$ cat src/rtl/seven_seg_decoder.sv
// Seven-segment pattern receiver: synchronises segment lines, qualifies a
// stable pattern, decodes it to a hex digit and offers it on valid/ready.
//
// Ports:
//   CLK, RST               clock, synchronous active-high reset
//   Segment1_A..G          segment lines (A = pattern bit 6 .. G = bit 0)
//   Digit, Digit_Valid     decoded digit and pending flag
//   Digit_Ready            consumer accept (transfer on Valid & Ready)
//   Error                  1-cycle strobe: accepted pattern is not a hex code
//   Overrun                1-cycle strobe: pending digit was overwritten
//
// Build option: define SEG_ACTIVE_LOW_EN for boards that drive a lit
// segment low; the lines are then inverted ahead of the synchroniser.
module seven_seg_decoder #(
  parameter int unsigned STABLE_CYCLES = 4
) (
  input  logic       CLK,
  input  logic       RST,
  input  logic       Segment1_A,
  input  logic       Segment1_B,
  input  logic       Segment1_C,
  input  logic       Segment1_D,
  input  logic       Segment1_E,
  input  logic       Segment1_F,
  input  logic       Segment1_G,
  output logic [3:0] Digit,
  output logic       Digit_Valid,
  input  logic       Digit_Ready,
  output logic       Error,
  output logic       Overrun
);

  localparam int CW = $clog2(STABLE_CYCLES + 1);
  typedef logic [CW-1:0] cnt_t;
  localparam cnt_t CNT_MAX = cnt_t'(STABLE_CYCLES);
  // The counter reaches STABLE_CYCLES on the edge it leaves this value.
  localparam cnt_t CNT_TGT = cnt_t'(STABLE_CYCLES - 1);

  typedef enum logic {
    S_IDLE,
    S_PEND
  } state_t;

  logic [6:0] seg_raw;
  logic [6:0] seg_in;

  assign seg_raw = {Segment1_A, Segment1_B, Segment1_C, Segment1_D,
                    Segment1_E, Segment1_F, Segment1_G};

`ifdef SEG_ACTIVE_LOW_EN
  assign seg_in = ~seg_raw;
`else
  assign seg_in = seg_raw;
`endif

  logic [6:0] sync1_q, sync1_d;
  logic [6:0] sync2_q, sync2_d;
  logic [6:0] prev_q, prev_d;
  logic [6:0] last_q, last_d;
  cnt_t       cnt_q, cnt_d;
  state_t     state_q, state_d;
  logic [3:0] digit_q, digit_d;
  logic       err_q, err_d;
  logic       ovr_q, ovr_d;

  logic       same;
  logic       fresh;
  logic       xfer;
  logic       legal;
  logic [3:0] dec;

  // Returns {legal, digit}.
  function automatic logic [4:0] decode(input logic [6:0] p);
    logic [4:0] r;
    r = 5'b0;
    unique case (p)
      7'h7E:   r = {1'b1, 4'h0};
      7'h30:   r = {1'b1, 4'h1};
      7'h6D:   r = {1'b1, 4'h2};
      7'h79:   r = {1'b1, 4'h3};
      7'h33:   r = {1'b1, 4'h4};
      7'h5B:   r = {1'b1, 4'h5};
      7'h5F:   r = {1'b1, 4'h6};
      7'h70:   r = {1'b1, 4'h7};
      7'h7F:   r = {1'b1, 4'h8};
      7'h7B:   r = {1'b1, 4'h9};
      7'h77:   r = {1'b1, 4'hA};
      7'h1F:   r = {1'b1, 4'hB};
      7'h4E:   r = {1'b1, 4'hC};
      7'h3D:   r = {1'b1, 4'hD};
      7'h4F:   r = {1'b1, 4'hE};
      7'h47:   r = {1'b1, 4'hF};
      default: r = 5'b0;
    endcase
    return r;
  endfunction

  always_comb begin
    sync1_d = seg_in;
    sync2_d = sync1_q;
    prev_d  = sync2_q;
    same    = (sync2_q == prev_q);
    if (!same) begin
      cnt_d = '0;
    end else if (cnt_q == CNT_MAX) begin
      cnt_d = cnt_q;
    end else begin
      cnt_d = cnt_q + cnt_t'(1);
    end
    // One-shot: fires only on the transition into saturation.
    fresh = same && (cnt_q == CNT_TGT) && (sync2_q != last_q);
    {legal, dec} = decode(sync2_q);
    xfer    = (state_q == S_PEND) && Digit_Ready;

    state_d = state_q;
    digit_d = digit_q;
    last_d  = last_q;
    err_d   = 1'b0;
    ovr_d   = 1'b0;

    if (xfer) begin
      state_d = S_IDLE;
    end
    if (fresh) begin
      last_d = sync2_q;
      if (sync2_q != 7'h00) begin
        if (legal) begin
          digit_d = dec;
          state_d = S_PEND;
          ovr_d   = (state_q == S_PEND) && !Digit_Ready;
        end else begin
          err_d = 1'b1;
        end
      end
    end
  end

  always_ff @(posedge CLK) begin
    if (RST) begin
      sync1_q <= '0;
      sync2_q <= '0;
      prev_q  <= '0;
      last_q  <= '0;
      cnt_q   <= '0;
      state_q <= S_IDLE;
      digit_q <= '0;
      err_q   <= 1'b0;
      ovr_q   <= 1'b0;
    end else begin
      sync1_q <= sync1_d;
      sync2_q <= sync2_d;
      prev_q  <= prev_d;
      last_q  <= last_d;
      cnt_q   <= cnt_d;
      state_q <= state_d;
      digit_q <= digit_d;
      err_q   <= err_d;
      ovr_q   <= ovr_d;
    end
  end

  assign Digit       = digit_q;
  assign Digit_Valid = (state_q == S_PEND);
  assign Error       = err_q;
  assign Overrun     = ovr_q;

endmodule

$ cat config.mk
export PLATFORM = sky130hd
export DESIGN_NAME = seven_seg_decoder
export DESIGN_NICKNAME = d
export VERILOG_FILES = /design/src/rtl/seven_seg_decoder.sv
export SDC_FILE = /design/constraint.sdc
export NUM_CORES = 1
export LEC_CHECK = 0
export CORE_MARGIN = 3
export CORE_UTILIZATION = 42
export CTS_CLUSTER_SIZE = 28
export DETAILED_ROUTE_END_ITERATION = 12
export PLACE_DENSITY = 0.7
export SETUP_SLACK_MARGIN = 0.15
export SLEW_MARGIN = 20
export SYNTH_ARGS = -nofsm -noshare
export SYNTH_HDL_FRONTEND = slang
export SYNTH_SLANG_ARGS = --single-unit
$ cat constraint.sdc
create_clock -name CLK -period 4.8 [get_ports CLK]
set_input_delay 0.72 -clock CLK [delete_from_list [all_inputs] [get_ports CLK]]
set_output_delay 0.72 -clock CLK [all_outputs]
set_load 0.01 [all_outputs]
# Word level (Yosys, flattened, before mapping)
# Cells that the tools add are included.
[word_totals] register_bits=38 input_bits=10 output_inout_bits=7 elab_cells=50
[op_classes] n_addsub=1 eq_ne=20 n_mux=6 bitwise_logic=4 reduce_logical=10
[ops] op="$eq 7x7->1 const B" count=12
[ops] op="$pmux 5 s16" count=1
[ops] op="$eq 7x6->1 const B" count=3
[ops] op="$eq 7x5->1 const B" count=1
[ops] op="$eq 7x7->1" count=1
[ops] op="$ne 7x7->1" count=1
[ops] op="$reduce_bool 7->1" count=1
[ops] op="$mux 1" count=5
[ops] op="$logic_and 1x1->1" count=4
[ops] op="$not 1->1" count=4
[ops] op="$reduce_or 4->1" count=1
[ops] op="$add 3x1->3 const B" count=1
[ops] op="$eq 3x2->1 const B" count=1
[ops] op="$eq 3x3->1 const B" count=1
[ops] op="$reduce_and 3->1" count=1
[ops] op="$reduce_or 3->1" count=1
[ops] op="$reduce_or 2->1" count=1
[ops] op="$logic_not 1->1" count=1

# Depth between registers and ports, before layout
# Gate-level depths: netlist of run 1.
[logic_depth] word_depth=5 mapped_depth=8

# Least setup slack after synthesis of run 1
# Ideal clock, no wire load.
[synth_timing] path_type="reg2reg" from="register sync2_q[4], in the netlist prev_d[4]" to="register digit_q[3], in the netlist Digit[3]" setup_time_ns=0.117 arrival_time_ns=1.819 required_ns=4.683 path_slack_ns=2.864 stages_incl_launch_ff=9 n_path_buf=2 synth_period_minus_slack_ns=1.936 path_cell_list="dfxtp_1 -> buf_6 -> xnor2_2 -> nand4_1 -> nor4b_2 -> buf_4 -> nor3b_4 -> nand2_1 -> a32o_1"
[synth_via] elab_chain_len=4 elab_cells_between_ends=23
[synth_lines] item="start, declared" line_no="57" text="logic [6:0] sync2_q, sync2_d;"
[synth_lines] item="start signal, assigned" line_no="151" text="sync2_q <= sync2_d;"
[synth_lines] item="branches (longest 4 deep; another with $pmux 5 s16)"
[synth_lines] item="end signal, assigned" line_no="156" text="digit_q <= digit_d;"
[synth_lines] item="end, declared" line_no="62" text="logic [3:0] digit_q, digit_d;"
# Several ways; the timed one is not identified.
# A chain may end at the register's enable or synchronous reset.

# Final worst setup path of run 1
[layout_timing] from="register sync2_q[2], in the netlist prev_d[2]" to="register digit_q[3], in the netlist Digit[3]"
# Same word-level chain as after synthesis.

==> flow_summary.ini, run 1 <==
[status]
outcome = completed

[synth]
synth_edf_count = 0
syn_area_per_cell_um2 = 9.23
synthCells = 189
yosysWarnings = 0
synth.most_common_cell = dfxtp_1
ys_seq_area_share_pct = 43.6
synth_top_area_cell = dfxtp_1
ys_top_cells_by_count = 38 x dfxtp_1, 20 x nor2b_1, 16 x nor2_1
post_synth_main_area_contributors = dfxtp_1 44%, nor2b_1 7.2%, xnor2_1 5.0%, mux2i_1 4.0%, nor2_1 3.4%
ys.flop_type = dfxtp_1
synth_top_area_share_pct = 43.6
synth_cell_types = 41
synthesis.nets = 202
ys_seq_elements = 38
async_flop_share_pct = 0
syn_area_um2 = 1740

[route]
drc_errors = 0
drt_iter0_drc = 88
drtPass1Iterations = 5
vias_per_cell = 5.35
routedWlPerCell_um = 13.5
via_count = 1305
antenna_left = 0
drt-total-wl_um = 3300

[cts]
clk_path_buf_depth = 2
post-cts-setup-buffer-count = 0
cts_tree = yes
cts_root_buf = clkbuf_8
clk_pin_slew_ns = 0.08
clock_sinks = 38
cts_max_level = 2
clk_latency_ns = 0.29
cts_inserted_buffers = 5
ctsHoldBuffers = 0
ctsResizeCount = 0

[placement]
dpl.hpwl_um = 2290
place_area_um2 = 1880
gp_congestion = 0.821
portBuffers = 16

[sta]
setup_tns_ns = 0
final-setup-viol-count = 0
fin_crit_sh_pct = 63.4
worst_pin_slew_ns = 1.02
relSlewSlack_pct = 31.8
hold_viol = 0
drv_slew = 0
clock_skew_ns = 0.0118
max_freq_mhz = 329
period_needed_ns = 3.04
rsz0062_at_grt = no

[floorplan]
die_w_um = 70.4
rows = 22
start_util_pct = 45.6
die_h_um = 70.4
num_io_pins = 17
coreArea_um2 = 3830
dieArea_um2 = 4960

[power]
powerDensity_nw_per_um2 = 307
peakVddDrop_mv = 0.238
total_leakage_power_nw = 0.698

[critical_path]
slowest_delay_ns = 0.91
startpoint_type = flip-flop
critPathKind = flip-flop to flip-flop
worstPathArrival_ns = 3.23
cp_data_required_time_ns = 4.98
end_kind = flip-flop
crit_slowest_cell = nor4b_2
reg2reg_slack_ns = 1.76
crit_chain = xnor2_1, nand4_1, nor4b_2, nor3b_4, nand2_1, a32o_1
cp_max_fo = 20

[job]
max_cap_viol_count = 0

[cells_and_area]
final_area_um2 = 1970
antenna_cells_inserted = 0
nNetsFinal = 208
layout-drive-gt1-share_pct = 6.63
area_growth_pct = 13.1

[global_route]
grt_start_max_net_pins = 37
grt_first_pass_wirelength_um = 5830
antenna_found_initial = 0
grt_pass1_vias = 1265
overflow = 0
track_usage_pct = 14.8

[hold_path]
hold_path.class = flip-flop to flip-flop
## cell families after synthesis
| group | count (synthesis) | share of synthesized area, % |
|---|---|---|
| compound gates | 24 | 9.47 |
| xor+xnor | 17 | 8.97 |
| fa+ha+maj | 3 | 2.15 |
| buf+inv | 24 | 6.67 |
| flops | 38 | 43.6 |
| mux | 7 | 4.02 |
| simple gates | 76 | 25.1 |
## power by group
group	leakage [nW]	switching, mW	total [mW]	internal (mW)
Clock	0.0472	0.112	0.228	0.115
Sequential	0.310	0.0135	0.337	0.323
Combinational	0.341	0.0193	0.0420	0.0228
## metal layers
layer  wire [um]  up-vias  track usage, %  part of all wire (%)
met4          48        0            5.96                   1.5
met5           0        -               0                     0
li1            -      658               -                     -
met2        1600       29            23.5                    48
met3         141        7            4.60                   4.3
met1        1510      611            18.6                    46
## critical path: cells and delay by family, from the launching register on
kind / cells / cell delay, ns
xor+xnor: 1 / 0.20
simple gates: 4 / 1.69
compound gates: 1 / 0.28
flops: 1 / 0.75
## path summary, 6_finish.rpt
kind / from / endpoint / cells after the start
worst max register to register: prev_d[2]$_SDFF_PP0_ / Digit[3]$_SDFFE_PP0P_ / 6
worst min register to register: sync1_q[3]$_SDFF_PP0_ / prev_d[3]$_SDFF_PP0_ / 1
worst min-delay path: sync1_q[3]$_SDFF_PP0_ / prev_d[3]$_SDFF_PP0_ / 1
worst max-delay path: prev_d[2]$_SDFF_PP0_ / Digit[3]$_SDFFE_PP0P_ / 6
## state kept, by name (all words and copies together) (netlist names)
name and cells:
prev_d 7, Digit 4, prev_q 7, last_q 7, Error 1, cnt_q 3, Digit_Valid 1, sync1_q 7
Overrun 1
## placed cells by master, fill, tap and decap left out, types with 2 or more instances in the layout
cell             instances
o22ai_1                  3
a311oi_1                 2
clkdlybuf4s50_1         16
a211oi_1                 3
a21oi_1                  8
nand4_1                  6
xnor2_1                 10
nand2_1                  8
nor2b_1                 20
dfxtp_1                 38
or4_1                    2
mux2i_1                  7
and3_1                   3
a32o_1                   2
nor3_1                   3
nor4_1                   2
nand3_1                  6
inv_1                    6
nand2b_1                 2
nor2_1                  16
clkbuf_8                 6
ha_1                     3
xor2_1                   6
## metrics by stage
stage / setup WS (ns) / hold slack, ns / util [%] / power (mW) / std cells
5_1_grt: 1.50 / 0.456 / 51.6 / 0.635 / 244
3_5_place_dp: 1.77 / 0.422 / 49.1 / 0.386 / 236
2_1_floorplan: 2.86 / 0.414 / - / 0.374 / 189
3_3_place_gp: 1.92 / 0.416 / 49.1 / 0.383 / 236
6_report: 1.76 / 0.436 / 51.6 / 0.607 / 244
4_1_cts: 1.75 / 0.439 / 51.6 / 0.613 / 244
## final cells by class
class	instances	area (um2)
fill	344	1850
tap	48	60.1
clock inverter	2	12.5
sequential	38	761
multi-input combinational	127	867
inverter	6	22.5
timing repair buffer	17	168
clock buffer	6	82.6
(Power assumes the default switching activity.)
==> run 2: changes to the inputs <==
Clock period 4.8 ns to 2.8 ns, I/O delays scaled along.
==> run 2 against run 1 <==
Sequential power increased by 71%. Worst setup slack got worse by 1.3 ns. Die area unchanged.
==> flow_summary.ini, run 2 (synthesis gave the netlist of run 1 again) <==
[cells_and_area]
area_growth_pct = 13.3
layout-drive-gt1-share_pct = 6.63
final_cells = 244
final_util_pct = 51.6
layout_common_cells = 38 x dfxtp_1, 20 x nor2b_1, 16 x nor2_1, 16 x clkdlybuf4s50_1, 10 x xnor2_1
final_area_um2 = 1980
nNetsFinal = 210
antenna_cells_inserted = 0
layout_commonest_cell = dfxtp_1

[critical_path]
worstPathArrival_ns = 2.57
critPathKind = flip-flop to flip-flop
crit_slowest_cell = dfxtp_1
critPathBufInv = 0
cp_top_family = simple AND/OR/NAND/NOR gates
slowest_delay_ns = 0.77
end_kind = flip-flop
startpoint_type = flip-flop
crit_chain = xnor2_1, nand4_1, nor4b_2, nor3b_4, nand2_1, a32o_1
cp_data_required_time_ns = 2.98
cp_max_fo = 20

[global_route]
grt_start_max_net_pins = 37
grt_first_pass_wirelength_um = 5770
antenna_found_initial = 0
overflow = 0
track_usage_pct = 14.7
grt_pass1_vias = 1291

[sta]
clock_skew_ns = 0.00730
fin_crit_sh_pct = 85.4
worst_pin_slew_ns = 0.691
final-setup-viol-count = 0
max_freq_mhz = 418
rsz0062_at_grt = no
relSlewSlack_pct = 53.9
timing.hold.ws_ns = 0.445
drv_slew = 0
setup_tns_ns = 0
hold_viol = 0
period_needed_ns = 2.39

[cts]
clk_latency_ns = 0.29
clk_pin_slew_ns = 0.07
ctsHoldBuffers = 0
cts_inserted_buffers = 5
cts_tree = yes
cts_max_level = 2
post-cts-setup-buffer-count = 0
cts_root_buf = clkbuf_8
ctsResizeCount = 0
clock_sinks = 38
clk_path_buf_depth = 2

[floorplan]
start_util_pct = 45.6
die_w_um = 70.4
num_io_pins = 17
rows = 22
coreArea_um2 = 3830
dieArea_um2 = 4960
die_h_um = 70.4

[power]
seqPwrFrac_pct = 56.8
powerDensity_nw_per_um2 = 514
total_leakage_power_nw = 0.705
p_clk_share_pct = 35.9
internal_power_uw = 784
peakVddDrop_mv = 0.327
swShare_pct = 22.8
p_comb_share_pct = 7.3
p_sw_uw = 232

[route]
antenna_left = 0
drc_errors = 0
vias_per_cell = 5.43
drtPass1Iterations = 4
drt-total-wl_um = 3290
routed-wl-met2_um = 1610
routedWlPerCell_um = 13.5
via_count = 1324
drt_iter0_drc = 54
wl_met1_um = 1440
top_layer = met4
route.met3.wl_um = 158

[placement]
gp_congestion = 0.809
portBuffers = 16
dpl.hpwl_um = 2240
placed_cells = 238
place_area_um2 = 1890

[hold_path]
hold_path.class = flip-flop to flip-flop

[job]
max_cap_viol_count = 0

[status]
outcome = completed
-- run 2: cell types whose count changed in the layout (fill, tap and decap cells not counted), sizes merged --
cell / before / now
buf: 1 / 3
clkinv: 1 / 0
clkinvlp: 1 / 0
-- run 2: metal layers --
metal  up-vias  track usage, %
li1        658               -
met1       623            17.9
met2        35            23.8
met3         8            4.32
met4         0            6.38
met5         -               0
-- run 2: path summary, 6_finish.rpt --
check / cells past startpoint / endpoint / slack, ns / startpoint
worst min-delay path: 1 / prev_d[3]$_SDFF_PP0_ / 0.44 / sync1_q[3]$_SDFF_PP0_
worst min register to register: 1 / prev_d[3]$_SDFF_PP0_ / 0.44 / sync1_q[3]$_SDFF_PP0_
worst max register to register: 6 / Digit[3]$_SDFFE_PP0P_ / 0.41 / prev_d[2]$_SDFF_PP0_
worst max-delay path: 6 / Digit[3]$_SDFFE_PP0P_ / 0.41 / prev_d[2]$_SDFF_PP0_
-- run 2: power groups by stage --
stage	Clock, mW	Combinational (mW)	Sequential [mW]
after floorplan	0	0.0697	0.571
after global placement	0	0.0715	0.586
after detailed placement	0	0.0748	0.588
after CTS	0.380	0.0754	0.576
after global routing	0.401	0.0845	0.580
final	0.364	0.0745	0.577
-- run 2: cell type report --
cell class	count	area [um2]
Clock buffer	6	82.6
Inverter	6	22.5
Sequential cell	38	761
Fill cell	357	1850
Timing Repair Buffer	19	183
Tap cell	48	60.1
Multi-Input combinational cell	127	867
-- run 2: through the flow --
step,setup slack (ns),total power [mW]
after floorplan,0.864,0.641
after CTS,0.456,1.03
after global routing,0.214,1.07
after detailed placement,0.471,0.663
after global placement,0.598,0.658
final,0.408,1.02
-- run 2: worst reg2reg max path: stages (launching register included) --
cell and delay [ns]:
dfxtp_1 0.77, xnor2_1 0.19, nand4_1 0.14, nor4b_2 0.36
nor3b_4 0.39, nand2_1 0.15, a32o_1 0.28
==> run 3: changes to the inputs <==
--- a/constraint.sdc
+++ b/constraint.sdc
@@ -3,2 +3,2 @@
 set_output_delay 0.42 -clock CLK [all_outputs]
-set_load 0.01 [all_outputs]
+set_load 0.02 [all_outputs]
==> results of run 3 <==
Same layout as run 2 (identical final DEF). Status: completed.
